File: config.mk
export PLATFORM = sky130hd
export DESIGN_NAME = wb_stage_ctrl
export DESIGN_NICKNAME = d
export VERILOG_FILES = /design/src/rtl/wb_stage_ctrl.sv
export SDC_FILE = /design/constraint.sdc
export NUM_CORES = 1
export LEC_CHECK = 0
export CORE_MARGIN = 2
export CORE_UTILIZATION = 28
export CTS_BUF_LIST = sky130_fd_sc_hd__clkbuf_8
export CTS_CLUSTER_SIZE = 12
export DETAILED_ROUTE_END_ITERATION = 6
export PLACE_DENSITY = 0.6
export SLEW_MARGIN = 20
export SYNTH_ARGS = -nofsm -noshare
export SYNTH_HDL_FRONTEND = slang
export SYNTH_SLANG_ARGS = --single-unit
File: constraint.sdc
create_clock -name clk -period 4.74 [get_ports clk]
set_clock_uncertainty 0.05 [all_clocks]
set_input_delay 0.948 -clock clk [delete_from_list [all_inputs] [get_ports clk]]
set_output_delay 0.948 -clock clk [all_outputs]
set_load 0.01 [all_outputs]
File: src/rtl/wb_stage_ctrl.sv
// wb_stage_ctrl: WB pipeline register control (run/stall/flush) with retire and stall counters.
module wb_stage_ctrl #(
  parameter int unsigned FLUSH_CYCLES = 2
) (
  input  logic        clk,
  input  logic        resetn,
  input  logic        mem2_valid,
  input  logic        mem2_exception,
  input  logic        mem2_dcache_busy,
  input  logic        ext_hold,
  output logic        wb_wr,
  output logic        wb_flush,
  output logic        mem2_stall,
  output logic        redirect,
  output logic [31:0] retire_cnt,
  output logic [31:0] stall_cnt
);
  typedef enum logic [1:0] {RUN, STALL, FLUSH} state_t;
  localparam logic [3:0] LOAD = 4'(FLUSH_CYCLES - 1);
  state_t state;
  logic [3:0] cnt;
  logic redir_q;
  logic exc;
  always_comb begin
    exc = state == RUN && mem2_valid && mem2_exception;
    wb_flush = !resetn || exc || state == FLUSH;
    wb_wr = resetn && ((state == RUN && !exc && !mem2_dcache_busy && !ext_hold) ||
                       (state == STALL && !mem2_dcache_busy));
    mem2_stall = resetn && ((state == RUN && !exc && (mem2_dcache_busy || ext_hold)) ||
                            (state == STALL && mem2_dcache_busy));
    // with a single flush cycle, back-to-back acceptances must not merge into a two-cycle pulse
    redirect = resetn && exc && !redir_q;
  end
  always_ff @(posedge clk or negedge resetn) begin
    if (!resetn) begin
      state <= RUN;
      cnt <= '0;
      redir_q <= 1'b0;
      retire_cnt <= '0;
      stall_cnt <= '0;
    end else begin
      redir_q <= redirect;
      if (wb_wr && mem2_valid && !mem2_exception) retire_cnt <= retire_cnt + 32'd1;
      if (state == STALL) stall_cnt <= stall_cnt + 32'd1;
      case (state)
        RUN: begin
          if (exc) begin
            state <= (LOAD == 4'd0) ? RUN : FLUSH;
            cnt <= LOAD;
          end else if (mem2_dcache_busy) state <= STALL;
        end
        STALL: if (!mem2_dcache_busy) state <= RUN;
        FLUSH: begin
          cnt <= cnt - 4'd1;
          if (cnt <= 4'd1) state <= RUN;
        end
        default: state <= RUN;
      endcase
    end
  end
endmodule
==> reports/results.tsv, run 1 <==
metric	value	unit
required	3740	ps
numCtsBuffers	9	
place_congestion	0.734	
ant_nets	0	
cts_max_path_buffers	2	
final_common_cell	clkdlybuf4s50_1	
clk_latency	350	ps
synth-compound-area-share	0.872	%
drt_drc_violations_left	0	
use_met3	2.79	%
synth.top_cells.by_area	dfrtp_1, xnor2_1, nand4_1	
wirelength	7760	um
slew_headroom	52.3	%
totalNegativeSetupSlack	0	ps
syn_area	0.00344	mm2
synth-edff-count	0	
syn_nets	314	
via_per_inst	4.80	
dr.pass1.iters	4	
hold_viol	0	
synth_ff_type	dfrtp_1	
finalSetupViolations	0	
dpl_cell_area	0.00435	mm2
post_cts_buffers	0	
path_class	in -> out	
via_count	2575	
gr-usage-met1	18.1	%
max_freq	0.269	GHz
vdd_drop_max	202	uV
final_cell_mix	clkdlybuf4s50_1, dfrtp_1, xnor2_1	
syn_avg_cell_area	11.3	um2
synth_top_area_share	51.6	%
antenna_found_initial	0	
area.growth.synth_to_final	33.5	%
grt_max_degree	43	
ys_types	37	
synth_adder_area_share	1.45	%
power.density	336	mW/mm2
synth_top_family_by_area	simple AND/OR/NAND/NOR gates	
crit_arrival	2720	ps
cts_hold_buffers	0	
placeableCoreArea	0.0120	mm2
fin_crit_sh	78.5	%
rows	40	
cts_root_buffer	clkbuf_8	
final_nets	395	
grt_pass1_vias	2409	
worstSetupEndpointType	output pin	
die_area	0.0132	mm2
yosys_warnings	0	
synth-xor-area-share	15.8	%
synth_cells	304	
drtIter0Drc	89	
overflow	0	
final_layout_size_suffix_gt1_share	10.0	%
synthArstFlopShare	100	%
critPathLaunchType	input port	
grt_usage	12.4	%
dpl_worst_slack	1020	ps
min_period	3720	ps
avgRoutedWirePerCell	14.4	um
grt_util_met2	17.0	%
p_leak	1.94	nW
io-pin-count	74	
rsz0062_at_grt	no	
slew_viol_final	0	
yosys_register_bits	71	
yosysTopAreaCell	dfrtp_1	
muxShareOfSynthArea	0.327	%
start_util	28.7	%
finish.instance_area	0.00460	mm2
crit_fanout	7	
fin_ws	1020	ps
die_w	115	um
utilization	38.3	%
busiest_layer	met1	
clk_pin_slew_worst_paths	70	ps
hp-class	reg -> reg	
max_cap_viol_count	0	
clock_sinks	71	
cts_tree	done	
yosysSeqAreaShare	51.6	%
grt_pass1_wl	12500	um
antenna_cells	0	
worst_pin_slew	710	ps
status	finished clean	
htree_levels	3	
die_y	115	um
dp_hpwl	5730	um
synthSimpleGateAreaFrac	28.6	%
ctsResizeCount	0	
numPortBuffers	73	
==> logic make-up after synthesis <==
group / after synthesis
adder cells (fa/ha/maj): 4
XOR/XNOR: 62
AO/OA/AOI/OAI: 6
flip-flops: 71
AND/OR/NAND/NOR: 148
multiplexers: 1
buffers and inverters: 12
==> registers in the layout (all words and copies together), names as in the netlist <==
signal      cells
cnt             4
redir_q         1
retire_cnt     32
stall_cnt      32
state           2
==> synthesized netlist by cell type, types with 2 or more instances <==
| cell type | number |
|---|---|
| nor3_1 | 7 |
| nor2b_1 | 4 |
| xor2_1 | 15 |
| and4bb_1 | 2 |
| clkbuf_1 | 2 |
| and2_1 | 7 |
| o21ai_0 | 4 |
| nand3_1 | 24 |
| nand2b_1 | 4 |
| xnor2_1 | 47 |
| and4_1 | 9 |
| ha_1 | 4 |
| nor4_2 | 9 |
| inv_1 | 5 |
| nand2_1 | 21 |
| and3_1 | 9 |
| dfrtp_1 | 71 |
| nand4_1 | 29 |
| nor2_1 | 9 |
| buf_2 | 4 |
| nor4_4 | 2 |
==> cell type report <==
| cell class | instances | area [um2] |
|---|---|---|
| fillers | 1172 | 7410 |
| multi-input cells | 221 | 1640 |
| repair buffers | 76 | 748 |
| inverters | 6 | 22.5 |
| flip-flops and latches | 71 | 1780 |
| clock buffers | 11 | 151 |
| well taps | 147 | 184 |
| clock inverters | 5 | 80.1 |
==> through the flow <==
stage	hold WS (ps)	total power [W]	instances
2_1_floorplan	383	0.000861	304
3_3_place_gp	359	0.000993	521
3_5_place_dp	359	0.000998	521
4_1_cts	372	0.00157	537
5_1_grt	392	0.00164	537
6_report	366	0.00154	537
==> power by group <==
| group | leakage [nW] | internal (W) | total (W) | switching [W] |
|---|---|---|---|---|
| Sequential | 0.966 | 0.000657 | 0.000728 | 0.0000711 |
| Combinational | 0.858 | 0.000136 | 0.000259 | 0.000122 |
| Clock | 0.112 | 0.000324 | 0.000558 | 0.000234 |
==> final timing paths <==
check,startpoint,to,slack [ps],depth (start not counted)
worst max-delay path,mem2_valid,redirect,1020,5
worst min-delay path,redir_q$_DFF_PN0_,redir_q$_DFF_PN0_,370,1
worst max register to register,retire_cnt[0]$_DFFE_PN0P_,retire_cnt[20]$_DFFE_PN0P_,2630,5
worst min register to register,redir_q$_DFF_PN0_,redir_q$_DFF_PN0_,370,1
max in group asynchronous,resetn,stall_cnt[15]$_DFFE_PN0N_,3590,2
min in group asynchronous,resetn,stall_cnt[27]$_DFFE_PN0N_,610,2
==> metal layers <==
layer	vias to the layer above	wire length [um]
li1	1260	-
met1	1258	3980
met2	47	3340
met3	10	297
met4	0	145
met5	-	0
==> critical path: stages <==
cell and delay (ps):
clkdlybuf4s50_1 510, and3b_1 230, nand2b_1 160, nor3b_1 290, clkdlybuf4s50_1 590
(Power assumes the default switching activity.)
==> run 2, diff against run 1 <==
--- a/config.mk
+++ b/config.mk
@@ -10,7 +10,7 @@
 export CTS_BUF_LIST = sky130_fd_sc_hd__clkbuf_8
 export CTS_CLUSTER_SIZE = 12
 export DETAILED_ROUTE_END_ITERATION = 6
-export PLACE_DENSITY = 0.6
+export PLACE_DENSITY = 0.62
 export SLEW_MARGIN = 20
 export SYNTH_ARGS = -nofsm -noshare
 export SYNTH_HDL_FRONTEND = slang
==> constraint.sdc (replaced) <==
create_clock -name clk -period 3.1 [get_ports clk]
set_clock_uncertainty 0.05 [all_clocks]
set_input_delay 0.62 -clock clk [delete_from_list [all_inputs] [get_ports clk]]
set_output_delay 0.62 -clock clk [all_outputs]
set_load 0.01 [all_outputs]
==> reports/results.tsv, run 2 (synthesized netlist as in run 1, its figures left out) <==
metric	value	unit	change
drtIter0Drc	102		was 89
met2_length	3480	um	was 3340 um
avgRoutedWirePerCell	14.6	um	was 14.4 um
io-pin-count	74		unchanged
worst_pin_slew	652	ps	was 710 ps
place_congestion	0.762		was 0.734
place_inst	526		was 521
die_w	115	um	unchanged
fin_crit_sh	94.0	%	
m1WireLength	3920	um	was 3980 um
wirelength	7880	um	was 7760 um
final_common_cell	clkdlybuf4s50_1		unchanged
slew_viol_final	0		unchanged
max_freq	0.343	GHz	
required	2430	ps	was 3740 ps
crit_fanout	5		was 7
via_per_inst	4.79		was 4.80
power.density	513	mW/mm2	was 336 mW/mm2
final_layout_size_suffix_gt1_share	11.2	%	was 10.0%
final_cells	541		was 537
cpMaxStageDelayCell	clkdlybuf4s50_1		unchanged
worstSetupEndpointType	output pin		unchanged
start_util	28.7	%	unchanged
finalSetupViolations	0		unchanged
cts_hold_buffers	0		unchanged
path_class	in -> out		unchanged
utilization	38.5	%	was 38.3%
numPortBuffers	73		unchanged
rows	40		unchanged
antenna_cells	0		unchanged
die_y	115	um	unchanged
min_period	2910	ps	
max_cap_viol_count	0		unchanged
grt_pass1_wl	13100	um	was 12500 um
grt_max_degree	40		was 43
dpl_cell_area	0.00439	mm2	was 0.00435 mm2
die_area	0.0132	mm2	unchanged
crit_arrival	2240	ps	was 2720 ps
vdd_drop_max	250	uV	was 202 uV
status	finished clean		unchanged
fin_ws	186	ps	was 1020 ps
clk_pin_slew_worst_paths	80	ps	was 70 ps
dr.pass1.iters	4		unchanged
ant_nets	0		unchanged
hold_viol	0		unchanged
ctsResizeCount	0		unchanged
numCtsBuffers	9		unchanged
slew_headroom	56.1	%	was 52.3%
rrSetupSlack	1260	ps	was 2630 ps
finish.instance_area	0.00462	mm2	was 0.00460 mm2
hp-class	in -> async		was reg -> reg
cp_cell_sequence	clkdlybuf4s50_1, nor4b_2, nor2b_1, clkdlybuf4s50_1		was clkdlybuf4s50_1, and3b_1, nand2b_1, nor3b_1, clkdlybuf4s50_1
dp_hpwl	5760	um	was 5730 um
final_cell_mix	clkdlybuf4s50_1, dfrtp_1, xnor2_1		unchanged
area.growth.synth_to_final	34.2	%	was 33.5%
post_cts_buffers	0		unchanged
clk_latency	340	ps	was 350 ps
critPathLaunchType	input port		unchanged
overflow	0		unchanged
r2r_cells	4		was 5
path_delay_family	buffers and inverters		unchanged
max_stage_delay	540	ps	was 590 ps
p_leak	1.94	nW	about the same
topRoutingLayerUsed	met4		unchanged
cts_max_path_buffers	2		unchanged
wl_met3	355	um	was 297 um
dpl_worst_slack	140	ps	was 1020 ps
final_nets	400		was 395
cp_common_cell	clkdlybuf4s50_1		unchanged
grt_usage	12.6	%	was 12.4%
r2r_end	retire_cnt[9]$_DFFE_PN0P_		was retire_cnt[20]$_DFFE_PN0P_
fillers	1194		was 1172
cts_root_buffer	clkbuf_8		unchanged
largestRegisters	retire_cnt: 32 flops, stall_cnt: 32 flops, cnt: 4 flops		unchanged
totalNegativeSetupSlack	0	ps	unchanged
path_buf_inv	2		unchanged
via_count	2591		was 2575
rsz0062_at_grt	no		unchanged
htree_levels	3		unchanged
cts_tree	done		unchanged
placeableCoreArea	0.0120	mm2	unchanged
clock_sinks	71		unchanged
rr_startpoint	state[1]$_DFFE_PN0P_		was retire_cnt[0]$_DFFE_PN0P_
antenna_found_initial	0		unchanged
grt_pass1_vias	2623		was 2409
drt_drc_violations_left	0		unchanged
==> run 2: per-layer routing <==
metal,GRT usage (%),vias to the layer above
met5,0,-
met4,5.30,0
met3,2.69,11
met2,18.7,51
met1,17.8,1276
li1,-,1253
==> run 2: report_power, final <==
group	total (W)	leakage, nW	internal, W	switching, W
Combinational	0.000396	0.860	0.000214	0.000182
Sequential	0.00112	0.966	0.00100	0.000115
Clock	0.000857	0.118	0.000514	0.000343
==> run 2: worst max path at each step <==
stage	from	to	cells after the start
finish	mem2_dcache_busy	wb_wr	4
global route	ext_hold	wb_wr	5
CTS	mem2_valid	redirect	5
detailed placement	mem2_valid	redirect	5
global placement	mem2_valid	redirect	5
floorplan	ext_hold	wb_wr	3
==> run 2: worst reg2reg max path: stages, from the launching register on <==
cell and delay [ps]:
dfrtp_1 510, nand4bb_1 330, nor3_2 460, nand4_1 200, xnor2_1 170
==> run 2: stage by stage <==
step / hold WS, ps / power [W]
finish: 364 / 0.00237
global route: 400 / 0.00251
CTS: 358 / 0.00241
detailed placement: 363 / 0.00154
global placement: 362 / 0.00153
floorplan: 274 / 0.00132
==> run 2: cell type report <==
cell class	count	area [um2]	share of cell area (%)
timing repair buffer	81	786	17.0
inverter	6	22.5	0.487
clock buffer	12	165	3.57
multi-input combinational	221	1620	35.1
clock inverter	3	65.1	1.41
sequential	71	1780	38.4
tap	147	184	3.98
==> run 3, diff against run 2 <==
--- a/config.mk
+++ b/config.mk
@@ -5,6 +5,7 @@
 export SDC_FILE = /design/constraint.sdc
 export NUM_CORES = 1
 export LEC_CHECK = 0
+export ABC_CLOCK_PERIOD_IN_PS = 3100
 export CORE_MARGIN = 2
 export CORE_UTILIZATION = 28
 export CTS_BUF_LIST = sky130_fd_sc_hd__clkbuf_8
==> results of run 3 <==
Final layout, timing and power as in run 2 (identical DEF).
